--- src/rtl/uart_pkg.sv ---
// Shared UART definitions: transmitter state encoding, parity codes and the
// parity helper used by both the send and receive paths.
package uart_pkg;

    typedef enum logic [2:0] {
        ST_IDLE   = 3'd0,
        ST_START  = 3'd1,
        ST_DATA   = 3'd2,
        ST_PARITY = 3'd3,
        ST_STOP   = 3'd4
    } tx_state_e;

    localparam int PAR_NONE = 0;
    localparam int PAR_ODD  = 1;
    localparam int PAR_EVEN = 2;

    // Zero-extended data leaves the XOR reduction unchanged for narrow frames.
    function automatic logic parity_bit(input logic [7:0] data, input int par);
        if (par == PAR_ODD) begin
            return ~^data;
        end else begin
            return ^data;
        end
    endfunction

endpackage

--- src/rtl/uart_baud_tick.sv ---
// Bit-period divider: counts 0..CLK_DIV-1 and flags the last cycle of each bit.
module uart_baud_tick #(
    parameter int CLK_DIV = 8
) (
    input  logic clk,
    input  logic rst_n,
    input  logic clear,
    output logic tick
);

    localparam int CNT_W = (CLK_DIV > 1) ? $clog2(CLK_DIV) : 1;
    localparam logic [CNT_W-1:0] TERM = CNT_W'(CLK_DIV - 1);

    logic [CNT_W-1:0] cnt_q;
    logic [CNT_W-1:0] cnt_d;

    if (CLK_DIV < 2 || CLK_DIV > 65535) begin : g_bad_div
        $error("uart_baud_tick: CLK_DIV out of range 2..65535");
    end

    assign tick = (cnt_q == TERM);

    // Next count: held at zero while cleared, wraps after the terminal count.
    always_comb begin
        cnt_d = cnt_q;
        if (clear || tick) begin
            cnt_d = '0;
        end else begin
            cnt_d = cnt_q + CNT_W'(1);
        end
    end

    // Count register with synchronous active-low reset.
    always_ff @(posedge clk) begin
        if (!rst_n) begin
            cnt_q <= '0;
        end else begin
            cnt_q <= cnt_d;
        end
    end

endmodule

--- src/rtl/uart_tx_serializer.sv ---
// UART transmitter: valid/ready byte intake, start/data/parity/stop framing,
// line driven from a register so it never glitches.
module uart_tx_serializer
    import uart_pkg::*;
#(
    parameter int CLK_DIV   = 8,
    parameter int DATA_BITS = 8,
    parameter int PARITY    = 0,
    parameter int STOP_BITS = 1
) (
    input  logic                 clk,
    input  logic                 rst_n,
    input  logic [DATA_BITS-1:0] tx_data,
    input  logic                 tx_valid,
    output logic                 tx_ready,
    output logic                 tx,
    output logic                 tx_busy
);

    localparam int BIT_W = $clog2(DATA_BITS + 1);
    localparam logic [BIT_W-1:0] LAST_DATA = BIT_W'(DATA_BITS - 1);
    localparam logic [BIT_W-1:0] LAST_STOP = BIT_W'(STOP_BITS - 1);

    if (CLK_DIV < 2 || CLK_DIV > 65535) begin : g_bad_div
        $error("uart_tx_serializer: CLK_DIV out of range 2..65535");
    end
    if (DATA_BITS < 5 || DATA_BITS > 8) begin : g_bad_bits
        $error("uart_tx_serializer: DATA_BITS out of range 5..8");
    end
    if (PARITY < 0 || PARITY > 2) begin : g_bad_par
        $error("uart_tx_serializer: PARITY must be 0, 1 or 2");
    end
    if (STOP_BITS < 1 || STOP_BITS > 2) begin : g_bad_stop
        $error("uart_tx_serializer: STOP_BITS must be 1 or 2");
    end

    tx_state_e            state_q, state_d;
    logic [DATA_BITS-1:0] shift_q, shift_d;
    logic [BIT_W-1:0]     bit_cnt_q, bit_cnt_d;
    logic                 par_q, par_d;
    logic                 tx_q, tx_d;
    logic                 ready_q;
    logic                 busy_q;
    logic                 tick_s;

    // The divider idles at zero so the start bit always gets a full period.
    uart_baud_tick #(.CLK_DIV(CLK_DIV)) u_baud (
        .clk   (clk),
        .rst_n (rst_n),
        .clear (state_q == ST_IDLE),
        .tick  (tick_s)
    );

    // Next-state, shift/bit-count/parity updates and the next line level.
    always_comb begin
        state_d   = state_q;
        shift_d   = shift_q;
        bit_cnt_d = bit_cnt_q;
        par_d     = par_q;
        tx_d      = 1'b1;
        case (state_q)
            ST_IDLE: begin
                if (tx_valid) begin
                    state_d   = ST_START;
                    shift_d   = tx_data;
                    bit_cnt_d = '0;
                    par_d     = parity_bit(8'(tx_data), PARITY);
                end else begin
                    state_d = ST_IDLE;
                end
            end
            ST_START: begin
                if (tick_s) begin
                    state_d = ST_DATA;
                end else begin
                    state_d = ST_START;
                end
            end
            ST_DATA: begin
                if (tick_s) begin
                    shift_d = shift_q >> 1;
                    if (bit_cnt_q == LAST_DATA) begin
                        bit_cnt_d = '0;
                        state_d   = (PARITY != PAR_NONE) ? ST_PARITY : ST_STOP;
                    end else begin
                        bit_cnt_d = bit_cnt_q + BIT_W'(1);
                    end
                end else begin
                    state_d = ST_DATA;
                end
            end
            ST_PARITY: begin
                if (tick_s) begin
                    state_d = ST_STOP;
                end else begin
                    state_d = ST_PARITY;
                end
            end
            ST_STOP: begin
                if (tick_s) begin
                    if (bit_cnt_q == LAST_STOP) begin
                        bit_cnt_d = '0;
                        state_d   = ST_IDLE;
                    end else begin
                        bit_cnt_d = bit_cnt_q + BIT_W'(1);
                    end
                end else begin
                    state_d = ST_STOP;
                end
            end
            default: begin
                state_d   = ST_IDLE;
                bit_cnt_d = '0;
            end
        endcase
        // Line level follows the state being entered, so it updates with it.
        case (state_d)
            ST_START:  tx_d = 1'b0;
            ST_DATA:   tx_d = shift_d[0];
            ST_PARITY: tx_d = par_d;
            default:   tx_d = 1'b1;
        endcase
    end

    // State and output registers with synchronous active-low reset.
    always_ff @(posedge clk) begin
        if (!rst_n) begin
            state_q   <= ST_IDLE;
            shift_q   <= '0;
            bit_cnt_q <= '0;
            par_q     <= 1'b0;
            tx_q      <= 1'b1;
            ready_q   <= 1'b1;
            busy_q    <= 1'b0;
        end else begin
            state_q   <= state_d;
            shift_q   <= shift_d;
            bit_cnt_q <= bit_cnt_d;
            par_q     <= par_d;
            tx_q      <= tx_d;
            ready_q   <= (state_d == ST_IDLE);
            busy_q    <= (state_d != ST_IDLE);
        end
    end

    assign tx       = tx_q;
    assign tx_ready = ready_q;
    assign tx_busy  = busy_q;

endmodule

--- config.mk ---
export PLATFORM = sky130hd
export DESIGN_NAME = uart_tx_serializer
export DESIGN_NICKNAME = d
export VERILOG_FILES = /design/src/rtl/uart_pkg.sv /design/src/rtl/uart_baud_tick.sv /design/src/rtl/uart_tx_serializer.sv
export SDC_FILE = /design/constraint.sdc
export NUM_CORES = 1
export LEC_CHECK = 0
export ABC_CLOCK_PERIOD_IN_PS = 2200
export CAP_MARGIN = 40
export CORE_MARGIN = 1.5
export CORE_UTILIZATION = 47
export CTS_CLUSTER_DIAMETER = 200
export DETAILED_ROUTE_END_ITERATION = 8
export GPL_TIMING_DRIVEN = 1
export PLACE_DENSITY = 0.69
export SETUP_SLACK_MARGIN = 0.02
export SLEW_MARGIN = 20
export SYNTH_ARGS = -nofsm -noshare
export SYNTH_HDL_FRONTEND = slang
export SYNTH_SLANG_ARGS = --single-unit
--- constraint.sdc ---
create_clock -name clk -period 2.2 [get_ports clk]
set_input_delay 0.22 -clock clk [delete_from_list [all_inputs] [get_ports clk]]
set_output_delay 0.22 -clock clk [all_outputs]
set_load 0.01 [all_outputs]
=== Word-level counts from Yosys, hierarchy flattened ===
Cells that the tools add are included.

* Add/subtract/negate cells: 2
* Equal/unequal tests: 12
* Mux-type cells: 20
* Bitwise operators: 2
* Reduce and logical (&&, ||, !) cells: 11

{| class="wikitable"
|+ Operators by type and width
! cell !! number
|-
| $mux 4 || 5
|-
| $mux 8 || 2
|-
| $pmux 4 s4 || 1
|-
| $pmux 8 s2 || 1
|-
| $mux 3 || 5
|-
| $pmux 3 s5 || 1
|-
| $eq 3x2->1 const B || 4
|-
| $reduce_xor 8->1 || 1
|-
| $eq 3x1->1 const B || 2
|-
| $eq 3x3->1 const B || 2
|-
| $logic_not 3->1 || 2
|-
| $add 4x1->4 const B || 1
|-
| $eq 4x3->1 const B || 1
|-
| $logic_not 4->1 || 1
|-
| $ne 2x1->1 const B || 2
|-
| $reduce_and 4->1 || 1
|-
| $reduce_or 2->1 || 2
|-
| $add 3x1->3 const B || 1
|-
| $mux 1 || 3
|-
| $pmux 1 s3 || 1
|-
| $reduce_and 3->1 || 1
|-
| $reduce_bool 3->1 || 1
|-
| $mux 2 || 1
|-
| $ne 2x2->1 const B || 1
|-
| other kinds (3) || 4
|}

* Register bits after elaboration: 22
* Bits of input ports: 11
* Output and inout bits: 3

=== Longest topological paths before layout ===
* Word-level depth: 6
* Mapped depth: 8
* Mapped depth without buffers: 7

=== Cells and area by module ===
Synthesis repeated with hierarchy kept, for this count alone.

* Cells, all modules: 118
* Area, all modules: 1126.1 um^2

{| class="wikitable"
|+ By module, submodules not included
! module !! times used !! cells each !! area each (um^2)
|-
| uart_tx_serializer || 1 || 110 || 1001.0
|-
| uart_baud_tick || 1 || 8 || 125.1
|}

=== Worst setup path before layout ===
Ideal clock, no wire load.

* Path type: reg-to-reg
* Start: register u_baud.cnt_q[0]
* End: register bit_cnt_q[3]
* Library setup time: 70 ps
* Data arrival time: 1702 ps
* Data required time: 2130 ps
* Setup slack: 428 ps
* Cell stages (with the launch flop): 8
* Clock period less this slack: 1772 ps
* Cell sequence: dfxtp_1 -> ha_1 -> ha_1 -> inv_1 -> a31oi_1 -> o22ai_1 -> or4_1 -> a21boi_1

* Longest elaborated chain between the ends: 3
* Elaborated cells on any way between the ends: 4
* Classes of those cells: 3 x eq/ne; 1 x reduce/logical

{| class="wikitable"
|+ RTL lines
! what !! RTL line !! text
|-
| start: declaration || uart_baud_tick.sv:14 || <nowiki>logic [CNT_W-1:0] cnt_q;</nowiki>
|-
| start signal: assignment || uart_baud_tick.sv:38 || <nowiki>cnt_q <= cnt_d;</nowiki>
|-
| $eq 3x3->1 (*) || uart_baud_tick.sv:21 || <nowiki>assign tick = (cnt_q == TERM);</nowiki>
|-
| $ne 2x1->1 (no source line) || n/a ||
|-
| $reduce_and 4->1 (no source line) (*) || n/a ||
|-
| end signal: assignment || uart_tx_serializer.sv:138 || <nowiki>bit_cnt_q <= bit_cnt_d;</nowiki>
|-
| end: declaration || uart_tx_serializer.sv:39 || <nowiki>logic [BIT_W-1:0] bit_cnt_q, bit_cnt_d;</nowiki>
|}

Mark *: on every way between the ends. The rest lies on a longest branch, timed or not.
A chain may end at the register's enable or synchronous reset.

=== Worst setup path in the final report ===
Ends and elaborated chain as after synthesis.

==> impl_results.rst <==
.. list-table::
   :header-rows: 1

   * - Metric
     - Value
   * - Register area
     - 440.4 um^2
   * - Worst clock skew on the final layout
     - 0.01365 ns
   * - Post-CTS setup buffer count
     - 0
   * - Number of antenna violations at the first check in global routing
     - 0
   * - Number of fillers in the final layout
     - 212
   * - Final setup violating endpoints
     - 0
   * - Count of flip-flops with a built-in enable after synthesis
     - 0
   * - Startpoint type of the worst setup path
     - flop
   * - Start point of the critical path
     - u_baud.cnt_q[0]
   * - Remaining routing DRC violations
     - 0
   * - Type of the most critical hold path
     - reg2reg
   * - Main synth FF type
     - dfxtp_1
   * - Vertical die dimension
     - 51.84 um
   * - Pwr Total
     - between 0.0008 and 0.0009 W
   * - Top-area cell type share of the netlist area
     - 39.29%
   * - Portion of the post-synthesis area used by sequential elements
     - between 30 and 40%
   * - GR Overflow Total
     - 0
   * - Detailed Routing Iterations Pass 1
     - 4
   * - Clock root cell
     - clkbuf_4
   * - Gp weighted congestion
     - 0.7611
   * - Antenna violation net count after detailed routing
     - 0
   * - Via count
     - 893
   * - Detail-routed via count per cell
     - 5.479
   * - Most common cell in the synthesized netlist
     - dfxtp_1
   * - Count of warnings emitted by yosys
     - 0
   * - Count of buffers from port buffering
     - 13
   * - Yosys cell types
     - 39
   * - Initial core utilization
     - 50.20%
   * - Critical Path Slowest Stage Cell
     - or4_1
   * - Post-Syn Instances
     - roughly 120
   * - Fin nets
     - roughly 150
   * - Max clock buf depth
     - 2
   * - Worst IR Drop VDD
     - 460.6 uV
   * - Post-Synthesis Net Count
     - 137
   * - DIE WIDTH
     - about 52 um
   * - Dominant cell type by area after synthesis
     - dfxtp_1
   * - Core Region
     - around 0.0022 mm^2
   * - Final Hold Vio Count
     - 0
   * - Wire length of the first global-routing pass
     - 3.574 mm
   * - RSZ-0062 raised after global routing
     - no
   * - Pwr dens
     - 648.0 mW/mm^2
   * - Vias in the first global route
     - 788
   * - Worst-Margin Slew
     - 0.5462 ns
   * - Highest clock frequency the design can meet
     - 0.5073 GHz
   * - Kind of critical path
     - reg2reg
   * - Asr flop ratio synth
     - 0%
   * - Largest cells by area after synthesis
     - dfxtp_1 39%, xnor2_1 5.5%, a22oi_1 5.4%, ha_1 4.5%, a21boi_0 4.0%
   * - Worst path most repeated cell
     - ha_1
   * - Kind of end point of the critical path
     - flop
   * - Signal arrival time at the worst endpoint
     - 2.23 ns
   * - Area of the multi-input gates
     - 613.1 um^2
   * - Total track usage
     - 18.00%
   * - Synth-to-Final Area Change
     - 18.08%
   * - Result of the run
     - finished clean
   * - Proportion of layout cells with a drive suffix above 1
     - 8.889%
   * - Slew Limit Fails
     - 0
   * - Max-Cap Viols
     - 0
   * - Leakage
     - 0.4936 nW
   * - Number of storage elements in the synthesis netlist
     - 22
   * - Number of placement rows
     - 17
   * - Boundary Pins
     - 14
   * - Worst hold path startpoint
     - u_baud.cnt_q[0]
   * - Max transition margin
     - 63.47%
   * - Reg-to-reg critical path startpoint
     - u_baud.cnt_q[0]
   * - CP max stage delay
     - 0.54 ns
   * - Number of sinks handled by clock tree synthesis
     - 22
   * - Final critical path time including I/O delays and setup
     - 1.971 ns
   * - Mean area per synthesized cell
     - 9.189 um^2
   * - Number of buffers created by CTS
     - 3
   * - Commonest cells post-synth
     - 22 x dfxtp_1, 8 x a22oi_1, 8 x inv_1, 8 x nand2_1
   * - Largest net degree at the start of global routing
     - 20
   * - Total wire length
     - approximately 2.1 mm
   * - Largest driver fanout on the critical path
     - 8
   * - Die area
     - 0.002687 mm^2
   * - Setup TNS
     - 0 ns
   * - Clk Latency, worst-skew pair
     - 0.32 ns
   * - Htree depth
     - 1
   * - HPWL after detailed placement
     - 1.571 mm
   * - Required time worst endpoint
     - 2.46 ns
   * - Routed length per placed instance
     - about 13 um
   * - 1st-iter DRT viols
     - 9
   * - Clock Pin Slew Worst Setup and Hold Paths
     - 0.14 ns
   * - Cell area after synthesis
     - about 0.0011 mm^2
   * - Worst slack on hold paths
     - 0.4424 ns
   * - Post-route clock period utilization
     - 89.60%
   * - Cells traversed along the worst timing path
     - ha_1, ha_1, inv_1, a31oi_1, o22ai_2, or4_1, a21boi_1
   * - TritonCTS clock tree
     - yes
   * - Number of inserted diodes
     - 0
-- routing by layer --
layer  wire (um)  up-vias  global-route usage (%)
li1            -      457                       -
met1        1043      424                   24.37
met2        1019       10                   27.64
met3          44        2                   3.448
met4          17        0                   7.895
met5           0        -                       0
-- registers in the layout, summed over array words and instances (netlist names) --
register      count
par_q             1
state_q           3
tx                1
shift_q           8
u_baud.cnt_q      3
tx_ready          1
bit_cnt_q         4
tx_busy           1
-- cells by family after synthesis --
logic type,Yosys count,share of synthesized area (%)
and+or+nand+nor,39,21.43
DFF,22,39.29
adders and majority gates,4,4.464
AOI/OAI and AO/OA,34,21.88
xor gates and xnor gates,7,5.469
buffers and inverters,15,6.585
muxes,1,0.8929
-- worst max-delay path: cells and delay by family, from the launching register on --
family	cells	cell delay [ns]
buffers and inverters	1	0.12
and+or+nand+nor	1	0.54
adders and majority gates	2	0.37
DFF	1	0.37
AOI/OAI and AO/OA	3	0.52
-- cell usage in the layout, fill, tap and decap left out, types with 2 or more instances in the layout --
cell and count:
a21boi_0 6, clkbuf_4 3, clkdlybuf4s50_1 13, a22oi_1 8
dfxtp_1 22, xnor2_1 7, a21boi_1 2, ha_1 4
nor4bb_1 2, nor2b_1 4, nor3b_1 2, a21oi_1 4
and2_1 6, o21ai_0 4, nand2_1 8, buf_4 3
inv_1 8, nor2_1 7
-- where the power goes --
group	internal [W]	switching [W]	leakage, nW
Combinational	0.0000650	0.0000504	0.286
Clock	0.000184	0.000130	0.0279
Sequential	0.000417	0.0000109	0.180
-- worst paths after layout --
path / endpoint / slack, ns / cells after the start
max: bit_cnt_q[3] / 0.23 / 7
min: u_baud.cnt_q[0] / 0.44 / 1
max reg2reg: bit_cnt_q[3] / 0.23 / 7
min reg2reg: u_baud.cnt_q[0] / 0.44 / 1
-- what timing repair did --
| action | 4_1_cts | 5_1_grt |
|---|---|---|
| endpoints found under the hold margin | 0 | 0 |
| resized for setup | 0 | 1 |
| hold buffers | 0 | 0 |
| setup endpoints to repair | 0 | 1 |
-- final cells by class --
type / count / area share, %
clock buffer: 3 / 1.701
clock inverter: 1 / 2.268
inverter: 8 / 2.268
multi-input combinational: 85 / 46.31
sequential: 22 / 33.27
tap: 28 / 2.647
timing repair buffer: 16 / 11.53
-- through the flow --
step | utilization [%] | instances | worst slack, ns | instance area, um^2
detailed placement | 56.64 | 159 | 0.1547 | 1265
floorplan | - | 122 | 0.4276 | 1121
global route | 59.27 | 163 | 0.06986 | 1324
global placement | 56.64 | 159 | 0.2781 | 1265
finish | 59.27 | 163 | 0.2288 | 1324
CTS | 58.99 | 163 | 0.1405 | 1318
Note: power is estimated with default switching activity, not from simulation.
